### src/rtl/apb_requester.sv
// APB initiator: queues local read/write commands and runs two-phase APB transfers on pclk.
// Optional ACCESS-phase timeout is compiled in with `define APB_REQ_TIMEOUT_EN.
module apb_requester #(
  parameter int CMD_DEPTH      = 2,
  parameter int TIMEOUT_CYCLES = 15
) (
  input  logic       pclk,
  input  logic       prstn,
  input  logic       cmd_valid,
  output logic       cmd_ready,
  input  logic       cmd_write,
  input  logic [3:0] cmd_addr,
  input  logic [7:0] cmd_wdata,
  output logic       rsp_valid,
  output logic [7:0] rsp_rdata,
  output logic       rsp_err,
  output logic       psel,
  output logic       penable,
  output logic       pwrite,
  output logic [3:0] paddr,
  output logic [7:0] pwdata,
  input  logic       pready,
  input  logic [7:0] prdata
);

  localparam int AW = $clog2(CMD_DEPTH);
  // An out-of-range configuration never raises cmd_ready.
  localparam bit CFG_OK = (CMD_DEPTH >= 2) && (CMD_DEPTH <= 8) &&
                          (TIMEOUT_CYCLES >= 1) && (TIMEOUT_CYCLES <= 255);

  typedef struct packed {
    logic       write;
    logic [3:0] addr;
    logic [7:0] wdata;
  } cmd_t;

  typedef enum logic [1:0] {IDLE, SETUP, ACCESS} state_t;

  state_t        state, state_nxt;
  cmd_t          mem [CMD_DEPTH];
  cmd_t          in_cmd, head;
  logic [AW-1:0] wr_ptr, rd_ptr;
  logic [AW:0]   count;
  logic          full, empty, push, store, pop, load, bypass, done, abort;
  logic          rdy_en;

  assign in_cmd    = '{write: cmd_write, addr: cmd_addr, wdata: cmd_wdata};
  assign full      = (count == (AW+1)'(CMD_DEPTH));
  assign empty     = (count == '0);
  assign cmd_ready = rdy_en & ~full;
  assign push      = cmd_valid & cmd_ready;
  // A command arriving into an empty FIFO at a completing edge goes straight to the bus.
  assign store     = push & ~bypass;
  assign head      = bypass ? in_cmd : mem[rd_ptr];

  assign psel      = (state != IDLE);
  assign penable   = (state == ACCESS);

`ifdef APB_REQ_TIMEOUT_EN
  localparam logic [7:0] TMO_LAST = 8'(TIMEOUT_CYCLES - 1);
  logic [7:0] tmo_cnt;

  always_ff @(posedge pclk or negedge prstn) begin
    if (!prstn)                       tmo_cnt <= '0;
    else if (state == SETUP)          tmo_cnt <= '0;
    else if (state == ACCESS && !pready) tmo_cnt <= tmo_cnt + 8'd1;
  end
`endif

  always_comb begin
    state_nxt = state;
    pop       = 1'b0;
    load      = 1'b0;
    bypass    = 1'b0;
    done      = 1'b0;
    abort     = 1'b0;
    case (state)
      IDLE: begin
        if (!empty) begin
          state_nxt = SETUP;
          pop       = 1'b1;
          load      = 1'b1;
        end
      end
      SETUP: state_nxt = ACCESS;
      ACCESS: begin
        if (pready) begin
          done = 1'b1;
          if (!empty) begin
            state_nxt = SETUP;
            pop       = 1'b1;
            load      = 1'b1;
          end else if (push) begin
            state_nxt = SETUP;
            load      = 1'b1;
            bypass    = 1'b1;
          end else begin
            state_nxt = IDLE;
          end
        end
`ifdef APB_REQ_TIMEOUT_EN
        else if (tmo_cnt == TMO_LAST) begin
          abort     = 1'b1;
          state_nxt = IDLE;
        end
`endif
      end
      default: state_nxt = IDLE;
    endcase
  end

  always_ff @(posedge pclk or negedge prstn) begin
    if (!prstn) begin
      state  <= IDLE;
      rdy_en <= 1'b0;
    end else begin
      state  <= state_nxt;
      rdy_en <= CFG_OK;
    end
  end

  always_ff @(posedge pclk) begin
    if (store) mem[wr_ptr] <= in_cmd;
  end

  always_ff @(posedge pclk or negedge prstn) begin
    if (!prstn) begin
      wr_ptr <= '0;
      rd_ptr <= '0;
      count  <= '0;
    end else begin
      if (store) wr_ptr <= wr_ptr + 1'b1;
      if (pop)   rd_ptr <= rd_ptr + 1'b1;
      case ({store, pop})
        2'b10:   count <= count + 1'b1;
        2'b01:   count <= count - 1'b1;
        default: count <= count;
      endcase
    end
  end

  always_ff @(posedge pclk or negedge prstn) begin
    if (!prstn) begin
      pwrite <= 1'b0;
      paddr  <= '0;
      pwdata <= '0;
    end else if (load) begin
      pwrite <= head.write;
      paddr  <= head.addr;
      pwdata <= head.write ? head.wdata : 8'h00;
    end
  end

  always_ff @(posedge pclk or negedge prstn) begin
    if (!prstn) begin
      rsp_valid <= 1'b0;
      rsp_rdata <= '0;
    end else begin
      rsp_valid <= done | abort;
      rsp_rdata <= (done && !pwrite) ? prdata : 8'h00;
    end
  end

`ifdef APB_REQ_TIMEOUT_EN
  always_ff @(posedge pclk or negedge prstn) begin
    if (!prstn) rsp_err <= 1'b0;
    else        rsp_err <= abort;
  end
`else
  assign rsp_err = 1'b0;
`endif

endmodule

### config.mk
export PLATFORM = sky130hd
export DESIGN_NAME = apb_requester
export DESIGN_NICKNAME = d
export VERILOG_FILES = /design/src/rtl/apb_requester.sv
export SDC_FILE = /design/constraint.sdc
export NUM_CORES = 1
export LEC_CHECK = 0
export CAP_MARGIN = 0
export CORE_MARGIN = 5
export CORE_UTILIZATION = 26
export CTS_CLUSTER_DIAMETER = 100
export CTS_CLUSTER_SIZE = 28
export DETAILED_ROUTE_END_ITERATION = 7
export PLACE_DENSITY = 0.5
export SLEW_MARGIN = 20
export SYNTH_ARGS = -nofsm -noshare
export SYNTH_HDL_FRONTEND = slang
export SYNTH_SLANG_ARGS = --single-unit
### constraint.sdc
create_clock -name pclk -period 2.3 [get_ports pclk]
set_clock_uncertainty 0.1 [all_clocks]
set_input_delay 0.46 -clock pclk [delete_from_list [all_inputs] [get_ports pclk]]
set_output_delay 0.46 -clock pclk [all_outputs]
set_load 0.03 [all_outputs]
* Yosys cells after proc, flatten, opt, wreduce, memory -nomap -nowiden
Memory sizes are Yosys's and may differ from the RTL's. Index checks and enable logic that the tools add are counted.
Word-level totals: input bits 25, memory bits (writable) 26, output and inout port bits 26, register bits 29, logic and storage cells 57, memories kept 1
Memories:
- mem | words 2, bits a word 13, rd ports 1, clocked after Yosys merged registers in 0, write ports 1, line 40 | cmd_t mem [CMD_DEPTH];
Operators by class: bitwise operators 5, add/subtract/negate cells 4, mux-type cells 23, reductions and logical operators 7, equal/unequal tests 7
Operator list (count):
- $mux 8 | 2
- $mux 1 | 14
- $mux 13 | 1
- $eq 2x2->1 const B | 3
- $pmux 2 s3 | 1
- $eq 2x1->1 const B | 2
- $logic_not 2->1 | 2
- $mux 2 | 2
- $pmux 1 s2 | 2
- $pmux 2 s2 | 1
- $reduce_bool 2->1 | 2
- $and 1x1->1 | 3
- $add 1x1->1 const B | 2
- $add 2x1->2 const B | 1
- $ne 2x1->1 const B | 1
- $ne 2x2->1 const B | 1
- $not 1->1 | 2
- $reduce_and 2->1 | 1
- $sub 2x1->2 const B | 1
- $logic_and 1x1->1 | 1
- $logic_not 1->1 | 1

* Logic depth before layout (Yosys ltp)
depth in word-level cells 12, mapped depth 7, gate-level depth less buffers 7

* Least setup slack after synthesis
OpenSTA, ideal clock, no wires.
kind register -> register, start reg state[0], end mem mem[1][0] in the netlist's numbering, enable pin, data required time 1.818 ns, path buffers 0, cell stages (with the launch flop) 5, arrival 1.530 ns, library setup time 0.382 ns, period minus slack after synthesis 2.012 ns, setup slack 0.288 ns, cells stage by stage dfrtp_1 > and3b_1 > o21ai_0 > nand3_1 > nor2_1
On the way: longest elaborated chain between the ends 6
RTL lines:
- start, declared | line 39 | state_t state, state_nxt;
- start signal, assigned | line 117 | state <= state_nxt;
- $eq 2x2->1 | line 77 | case (state)
- $mux 1 | line 77
- $not 1->1 | line 53 | assign store = push & ~bypass;
- $and 1x1->1 | line 53
- $mux 1 | line 123 | if (store) mem[wr_ptr] <= in_cmd;
- $mux 1 (implied by the code) | line 123
- end, declared | line 40
No other way between the ends.

* Worst setup path in the final report
start reg state[0], end out psel
On the way: longest elaborated chain between the ends 1
RTL lines:
- $reduce_bool 2->1 | line 56 | assign psel = (state != IDLE);
- end, declared | line 17 | output logic psel,
No other way between the ends.

==> out/qor.yml <==
synth_area_leaders: "edfxtp_1 33%, dfrtp_1 31%, mux2i_1 9.4%, nand2_1 3.7%, o21ai_0 3.0%"
htree_levels: 2
syn-num-nets: 211
hold_path_class: "reg -> reg"
fmax_ghz: 0.452
worstSkewPairLatency_ns: 0.31
wirelength_mm: 5.07
cp-start-kind: "flip-flop"
synth_cell_types: 29
initial_core_util_pct: 26.8
status: "finished clean"
hp-start: "wr_ptr"
dr.pass1.iters: 4
rsz0062_at_grt: "no"
gp_congestion: 0.659
hold_viol_final: 0
io_buffers: 49
hold_path_depth: 1
drt.antenna.violating_nets: 0
required_ns: 1.74
rr_endpoint: "count[1]"
cts_max_path_buffers: 2
ys_warn_count: 0
crit_path_end_kind: "output port"
clkSlewWorstSetupHoldPaths_ns: 0.10
async_reset_ff_share_pct: 52.7
viasPerCell: 4.31
finalCritPeriodShare_pct: 96.2
grt_overflow: 0
cap_violations: 0
worst_r2r_path_depth: 6
synth_top_area_cell: "edfxtp_1"
drive_above_1_share_pct: 12.7
grt_pass1_wl_mm: 8.45
critPathKind: "reg -> out"
cp_max_fo: 6
die_h_um: 105
startpoint: "state[0]"
num-nets-final: 269
synth_area_per_cell_um2: 12.7
vias: 1516
synth_top_area_share_pct: 33.2
grt_pass1_vias: 1607
maxSlewViolCount: 0
cts.sinks: 55
worst_hold_slack_ns: 0.417
fill_cells: 881
synthToLayoutAreaGrowth_pct: 32.2
yosysSeqAreaShare_pct: 64.0
r2r_start: "state[0]"
postCtsSetupBuffers: 0
min_to: "wr_ptr"
drt_iter0_markers: 61
die_w_um: 105
grt_max_degree: 30
cts_tree: "built"
ys_ff_latch: 55
vdd_drop_max_uv: 490
setup_tns_ns: 0
cp.arrival_ns: 1.65
leakagePower_nw: 1.24
r2r_slack_ns: 0.47
regArea_mm2: 0.00151
netlist_area_mm2: 0.00235
multi_input_area_um2: 777
wl_per_cell_um: 14.4
drcViolationCount: 0
clockRootBuffer: "clkbuf_8"
synth-edff-count: 26
cts_buffers: 5
core_area_mm2: 0.00876
std_cell_rows: 34
track_usage_pct: 9.67
power.density_mw_per_mm2: 1150
dieArea_mm2: 0.0110
antenna_found_initial: 0
hpwlAfterDp_mm: 3.64
fin_crit_ns: 2.21
finalSetupViolCount: 0
pin_count: 51
diodes: 0
synthCells: 185
synthFlopType: "dfrtp_1"
[cells by family (layout without fill, tap and decap cells)]
kind of cell	count (synthesis)	in the layout	share of synthesized area (%)
buffers and inverters	14	73	2.93
AND/OR/NAND/NOR	55	55	11.8
other	2	2	0.319
multiplexers	28	28	12.2
adder cells (fa/ha/maj)	1	1	0.532
AO/OA/AOI/OAI	25	25	6.28
flip-flops	55	55	64.0
XOR/XNOR	5	5	1.86
[how the worst max path moves through the flow]
stage,to,cells after the start
4_1_cts,cmd_ready,3
2_1_floorplan,mem[1][0],4
3_5_place_dp,count[1],7
6_report,psel,2
5_1_grt,psel,2
3_3_place_gp,count[1],7
[synth_stat cells, drive strengths merged, types with 2 or more instances]
library cell  number
and2               8
buf                5
clkbuf             6
conb               2
dfrtp             29
edfxtp            26
inv                3
mux2               6
mux2i             22
nand2             23
nand3              9
nor2               5
nor2b              3
o211ai             8
o21ai             16
or2                3
xnor2              3
xor2               2
[per-layer routing]
layer | global-route usage [%] | routed length (µm) | vias to the layer above
met2 | 16.3 | 2480 | 37
met1 | 12.3 | 2320 | 713
li1 | - | - | 760
met5 | 0 | 0 | -
met4 | 2.74 | 74 | 0
met3 | 2.47 | 199 | 6
[flip-flops by register name (all words and copies together) (netlist names)]
signal / count
paddr: 4
pwdata: 8
pwrite: 1
count: 2
rdy_en: 1
rd_ptr: 1
mem: 26
rsp_rdata: 8
wr_ptr: 1
rsp_valid: 1
state: 2
[power by group]
group | total (mW) | internal [mW] | switching [mW]
combinational | 1.59 | 0.734 | 0.852
sequential | 1.43 | 1.27 | 0.162
clock | 0.546 | 0.220 | 0.326
[repair_timing]
action	4_1_cts	5_1_grt
gates resized for setup	0	1
endpoints found under the setup margin	0	1
hold buffers	0	0
[metrics by stage]
stage | worst slack, ns | instances | total power, mW | instance area (µm²) | utilization [%]
global placement | 0.0572 | 344 | 3.06 | 3020 | 34.4
CTS | 0.0150 | 352 | 3.63 | 3110 | 35.5
global route | 0.00905 | 352 | 3.83 | 3110 | 35.5
floorplan | 0.288 | 185 | 2.49 | 2350 | -
finish | 0.0877 | 352 | 3.57 | 3110 | 35.5
detailed placement | 0.0209 | 344 | 3.07 | 3020 | 34.4
[cell usage in the layout (no fill, tap or decap), types with 2 or more instances in the layout]
| cell | n |
|---|---|
| o21ai_0 | 14 |
| mux2_2 | 6 |
| nand2_1 | 23 |
| xor2_1 | 2 |
| clkdlybuf4s50_1 | 48 |
| clkbuf_8 | 5 |
| buf_4 | 13 |
| edfxtp_1 | 26 |
| o21ai_1 | 2 |
| nand3_1 | 9 |
| nor2b_1 | 3 |
| o211ai_1 | 8 |
| or2_2 | 3 |
| nor2_1 | 4 |
| and2_1 | 8 |
| conb_1 | 2 |
| dfrtp_1 | 29 |
| mux2i_1 | 22 |
| xnor2_1 | 3 |
| inv_1 | 3 |
[critical path: stages (launching register included)]
cell and delay, ns:
dfrtp_1 0.46, or2_2 0.30, clkdlybuf4s50_1 0.59
[area by class of cell]
| class | count | share of cell area (%) |
|---|---|---|
| Clock inverter | 2 | 0.523 |
| Tap cell | 108 | 4.35 |
| Inverter | 3 | 0.362 |
| Multi-Input combinational cell | 116 | 25.0 |
| Timing Repair Buffer | 62 | 19.0 |
| Clock buffer | 6 | 2.33 |
| Sequential cell | 55 | 48.5 |
No activity file was read; power rests on OpenSTA's default activity.
